## src/rtl/qdec_bin_arb.sv

```systemverilog
// rtl/qdec_bin_arb.sv - round-robin arbiter/sequencer sharing one CABAC bin decode engine
module qdec_bin_arb #(
  parameter int NREQ    = 3,
  parameter int ADDR_W  = 10,
  parameter int TIMEOUT = 64,
  localparam int OW     = (NREQ > 1) ? $clog2(NREQ) : 1
) (
  input  logic                   clk,
  input  logic                   rst,
  input  logic [NREQ-1:0]        req_run,
  input  logic [NREQ*ADDR_W-1:0] req_ctx_addr,
  input  logic [NREQ-1:0]        req_epmode,
  output logic [NREQ-1:0]        req_grant,
  output logic [NREQ-1:0]        bin_vld,
  output logic                   bin,
  output logic [ADDR_W-1:0]      ctx_addr,
  output logic                   ctx_addr_vld,
  output logic                   dec_run,
  output logic                   EPMode,
  input  logic                   dec_rdy,
  input  logic                   ruiBin,
  input  logic                   ruiBin_vld,
  output logic                   busy,
  output logic [OW-1:0]          owner,
  output logic                   err
);

  localparam int WD_W = $clog2(TIMEOUT);

  localparam logic [1:0] S_IDLE     = 2'd0;
  localparam logic [1:0] S_CTX_LOAD = 2'd1;
  localparam logic [1:0] S_RUN      = 2'd2;
  localparam logic [1:0] S_WAIT_BIN = 2'd3;

  logic [1:0]      state;
  logic [1:0]      state_nxt;
  logic [OW-1:0]   ptr;
  logic [OW-1:0]   win;
  logic            any_req;
  logic [WD_W-1:0] wdog;
  logic            wdog_expired;

  assign any_req      = |req_run;
  assign wdog_expired = (wdog == WD_W'(TIMEOUT - 1));

  // Scan downward so the set bit closest to the pointer (smallest offset) wins.
  always_comb begin
    int idx;
    win = '0;
    for (int k = NREQ - 1; k >= 0; k--) begin
      idx = (int'(ptr) + k) % NREQ;
      if (req_run[idx]) win = OW'(idx);
    end
  end

  // The engine latches the address on the strobe, so dec_run may issue
  // straight out of CTX_LOAD when the engine is already ready.
  always_comb begin
    state_nxt = state;
    case (state)
      S_IDLE:     if (any_req) state_nxt = req_epmode[win] ? S_RUN : S_CTX_LOAD;
      S_CTX_LOAD: state_nxt = dec_rdy ? S_WAIT_BIN : S_RUN;
      S_RUN:      if (dec_rdy) state_nxt = S_WAIT_BIN;
      S_WAIT_BIN: if (ruiBin_vld || wdog_expired) state_nxt = S_IDLE;
      default:    state_nxt = S_IDLE;
    endcase
  end

  always_ff @(posedge clk or posedge rst) begin
    if (rst) begin
      state        <= S_IDLE;
      ptr          <= '0;
      wdog         <= '0;
      req_grant    <= '0;
      bin_vld      <= '0;
      bin          <= 1'b0;
      ctx_addr     <= '0;
      ctx_addr_vld <= 1'b0;
      dec_run      <= 1'b0;
      EPMode       <= 1'b0;
      busy         <= 1'b0;
      owner        <= '0;
      err          <= 1'b0;
    end else begin
      state        <= state_nxt;
      busy         <= (state_nxt != S_IDLE);
      req_grant    <= '0;
      bin_vld      <= '0;
      ctx_addr_vld <= 1'b0;
      dec_run      <= 1'b0;
      if (ruiBin_vld && state != S_WAIT_BIN) err <= 1'b1;
      case (state)
        S_IDLE: begin
          EPMode <= 1'b0;
          if (any_req) begin
            owner          <= win;
            ptr            <= (int'(win) == NREQ - 1) ? '0 : win + OW'(1);
            req_grant[win] <= 1'b1;
            ctx_addr       <= req_ctx_addr[win*ADDR_W +: ADDR_W];
            EPMode         <= req_epmode[win];
            ctx_addr_vld   <= ~req_epmode[win];
          end
        end
        S_CTX_LOAD, S_RUN: begin
          if (dec_rdy) begin
            dec_run <= 1'b1;
            wdog    <= '0;
          end
        end
        S_WAIT_BIN: begin
          // A bin arriving on the expiry cycle still wins over the timeout.
          if (ruiBin_vld) begin
            bin            <= ruiBin;
            bin_vld[owner] <= 1'b1;
          end else if (wdog_expired) begin
            err <= 1'b1;
          end else begin
            wdog <= wdog + WD_W'(1);
          end
        end
        default: ;
      endcase
    end
  end

endmodule

```

## config.mk

```make
export PLATFORM = sky130hd
export DESIGN_NAME = qdec_bin_arb
export DESIGN_NICKNAME = d
export VERILOG_FILES = /design/src/rtl/qdec_bin_arb.sv
export SDC_FILE = /design/constraint.sdc
export NUM_CORES = 1
export LEC_CHECK = 0
export ABC_CLOCK_PERIOD_IN_PS = 2200
export CAP_MARGIN = 15
export CORE_UTILIZATION = 41
export CTS_CLUSTER_SIZE = 40
export DETAILED_ROUTE_END_ITERATION = 16
export PLACE_DENSITY_LB_ADDON = 0.12
export SYNTH_ARGS = -nofsm -noshare
export SYNTH_HDL_FRONTEND = slang
export SYNTH_SLANG_ARGS = --single-unit
```

## constraint.sdc

```tcl
create_clock -name clk -period 2.2 [get_ports clk]
set_input_delay 0.33 -clock clk [delete_from_list [all_inputs] [get_ports clk]]
set_output_delay 0.33 -clock clk [all_outputs]
set_load 0.1 [all_outputs]
```

==> flow_summary.yaml <==
sta:
  rsz0062_at_grt: "true"
  slew_headroom_pct: 67.5
  worst_pin_slew_ns: 0.488
  finalMaxSlewViolations: 0
  fmax_mhz: 462
  hold_violations: 0
  fin_skew_ns: 0.00439
  setup_viol: 0
  post-route-period-util_pct: 98.5
  min_period_ns: 2.17
die:
  die_y_um: 70.0
  start_util_pct: 43.0
  boundaryPins: 65
  core_um2: 4410
  die_w_um: 70.0
  fp-row-count: 24
  die_area_um2: 4910
yosys:
  synth_edf_count: 0
  syn_nets: 241
  synth-simple-area-share_pct: 16.0
  synth_mux_area_share_pct: 6.39
  synthArstFlopShare_pct: 100
  synth_compound_area_share_pct: 22.4
  synth_top_family_by_area: "compound AO/OA/AOI/OAI gates"
  synthAdderAreaFrac_pct: 5.27
  synth_top_cell_area_share_pct: 44.8
  syn_area_um2: 1900
  synth_area_leaders: "dfrtp_1 (45%), mux2i_1 (5.8%), o21ai_0 (5.5%), ha_1 (5.3%), a21o_1 (4.4%)"
  yosysSeqAreaShare_pct: 44.8
  yosysWarnings: 0
  ys.flop_type: "dfrtp_1"
  synthCells: 192
  syn_area_per_cell_um2: 9.89
  yosys.area.top_type: "dfrtp_1"
  synth_cell_types: 43
  synth_seq_cells: 34
  synthXorXnorAreaFrac_pct: 0.923
cells_and_area:
  syn_to_final_growth_pct: 50.2
  drive_gt1_share_pct: 26.7
  final-instance-count-excl-fill: 329
  n_antenna_cell: 0
  fin_nets: 326
  final_util_pct: 64.6
routing:
  met2WireLength_um: 2200
  final_antenna_net_count: 0
  drc: 0
  top_layer_used: "met4"
  dr.pass1.iters: 4
  wl_met1_um: 2040
  wire_per_inst_um: 13.8
  routed_wl_um: 4530
  drt-vias-per-instance: 5.25
  vias: 1728
  wl_met3_um: 225
  drtIter0Drc: 73
critical_path:
  critPathCaptureType: "register"
  crit_fanout: 5
  reg2reg_from: "ptr[0]$_DFFE_PP0P_"
  reg2reg_depth: 9
  critical_path_class: "reg2reg"
  crit_start: "ptr[0]$_DFFE_PP0P_"
  critPathLaunchType: "register"
  required_ns: 2.39
  worst_ep_arrival_time_ns: 2.36
clock_network:
  cts-root-buf: "clkbuf_8"
  htree_levels: 2
  cts_sinks: 34
  clk_pin_slew_ns: 0.07
  ctsLongestPathBuffers: 2
  cts_hold_buf: 0
  cts_made_buffers: 5
  insertion_delay_ns: 0.28
  cts_tree: "yes"
place:
  placed_cells: 315
  gp_congestion: 0.826
  place.port_buffers: 64
  post-dp-hpwl_um: 3280
global_routing:
  grt_pass1_vias: 1662
  grt-ovfl-total: 0
  antenna_found_initial: 0
  grtUsageTotal_pct: 19.1
  grt_max_degree: 35
  grt_pass1_wl_um: 7480
run_status:
  status: "finished clean"
run:
  drv_cap: 0
worst_hold_path:
  hold_path_class: "in2async"
==> cell type report <==
class                   count  area (um2)
clock inverters             2        10.0
well taps                  52        65.1
clock buffers               5        68.8
inverters                  10        37.5
flip-flops and latches     34         852
fillers                   347        1560
multi-input cells         141        1040
repair buffers             85         778
==> what timing repair did <==
action,CTS,global route
buffers inserted,4,5
hold endpoints to repair,0,0
resized for setup,11,12
gates cloned,1,0
setup endpoints to repair,15,14
pin swaps,2,11
==> cells in the final DEF (no fill, tap or decap), types with 5 or more instances in the layout <==
master / synthesis / layout
nand2_1: 14 / 14
clkdlybuf4s50_1: 0 / 40
inv_1: 10 / 8
mux2i_1: 11 / 10
nor2_1: 8 / 8
buf_4: 0 / 39
a21oi_1: 16 / 16
dfrtp_1: 34 / 33
o21ai_0: 21 / 21
clkbuf_8: 0 / 5
ha_1: 8 / 6
a21o_1: 11 / 11
==> per-stage QoR <==
| step | setup slack [ns] | hold slack (ns) | setup TNS (ns) | cell area (um2) |
|---|---|---|---|---|
| after global placement | -0.0602 | 0.462 | -0.362 | 2650 |
| after CTS | 0.00595 | 0.455 | 0 | 2820 |
| after detailed placement | -0.159 | 0.467 | -1.26 | 2650 |
| final | 0.0335 | 0.438 | 0 | 2850 |
| after global routing | -0.0568 | 0.493 | -0.367 | 2850 |
| after floorplan | 0.0161 | 0.461 | 0 | 1900 |
==> registers in the layout (all words and copies together) (netlist names) <==
name          count
ctx_addr         10
wdog              6
bin_vld           3
req_grant         3
owner             2
ptr               2
state             2
EPMode            1
bin               1
busy              1
ctx_addr_vld      1
dec_run           1
err               1
==> critical path, cell delays in order (launching register included) <==
cell and delay, ns:
dfrtp_2 0.45, inv_2 0.09, ha_4 0.16, nand2_1 0.12, nor4b_4 0.40, o31ai_4 0.15, buf_4 0.16, a21boi_2 0.15
o211a_1 0.22, o211ai_1 0.18
==> cell usage after synthesis (all sizes together) (2+ instances only) <==
cell type  instances
nand2b             4
clkbuf             5
o22ai              3
and2               4
or3                3
a41oi              2
mux2i             11
a21o              12
a31oi              2
dfrtp             34
o21ai             21
buf                2
nand2             15
nor3               4
nand3              3
a21oi             16
xnor2              2
ha                 8
inv               10
nor2               9
nor3b              3
==> metal layers <==
layer | vias up | global-route usage (%)
met5 | - | 0
met4 | 0 | 6.67
met3 | 8 | 4.18
met2 | 56 | 31.6
met1 | 809 | 24.5
li1 | 855 | -
==> worst paths after layout <==
| path | to | slack [ns] |
|---|---|---|
| min in group clk | ctx_addr[0]$_DFFE_PP0P_ | 0.48 |
| max in group asynchronous | ptr[0]$_DFFE_PP0P_ | 1.44 |
| max reg2reg | busy$_DFF_PP0_ | 0.03 |
| max | busy$_DFF_PP0_ | 0.03 |
| min | wdog[4]$_DFFE_PP0P_ | 0.44 |
| min reg2reg | ctx_addr[0]$_DFFE_PP0P_ | 0.48 |
==> cell families after synthesis <==
| logic type | count (synthesis) |
|---|---|
| DFF | 34 |
| and+or+nand+nor | 53 |
| adders and majority gates | 8 |
| AOI/OAI and AO/OA | 66 |
| xor gates and xnor gates | 2 |
| buffers and inverters | 17 |
| muxes | 12 |
Power is left out: the tool's default activity adds up to more than one toggle a clock period on the data nets, which glitch-free logic cannot reach.
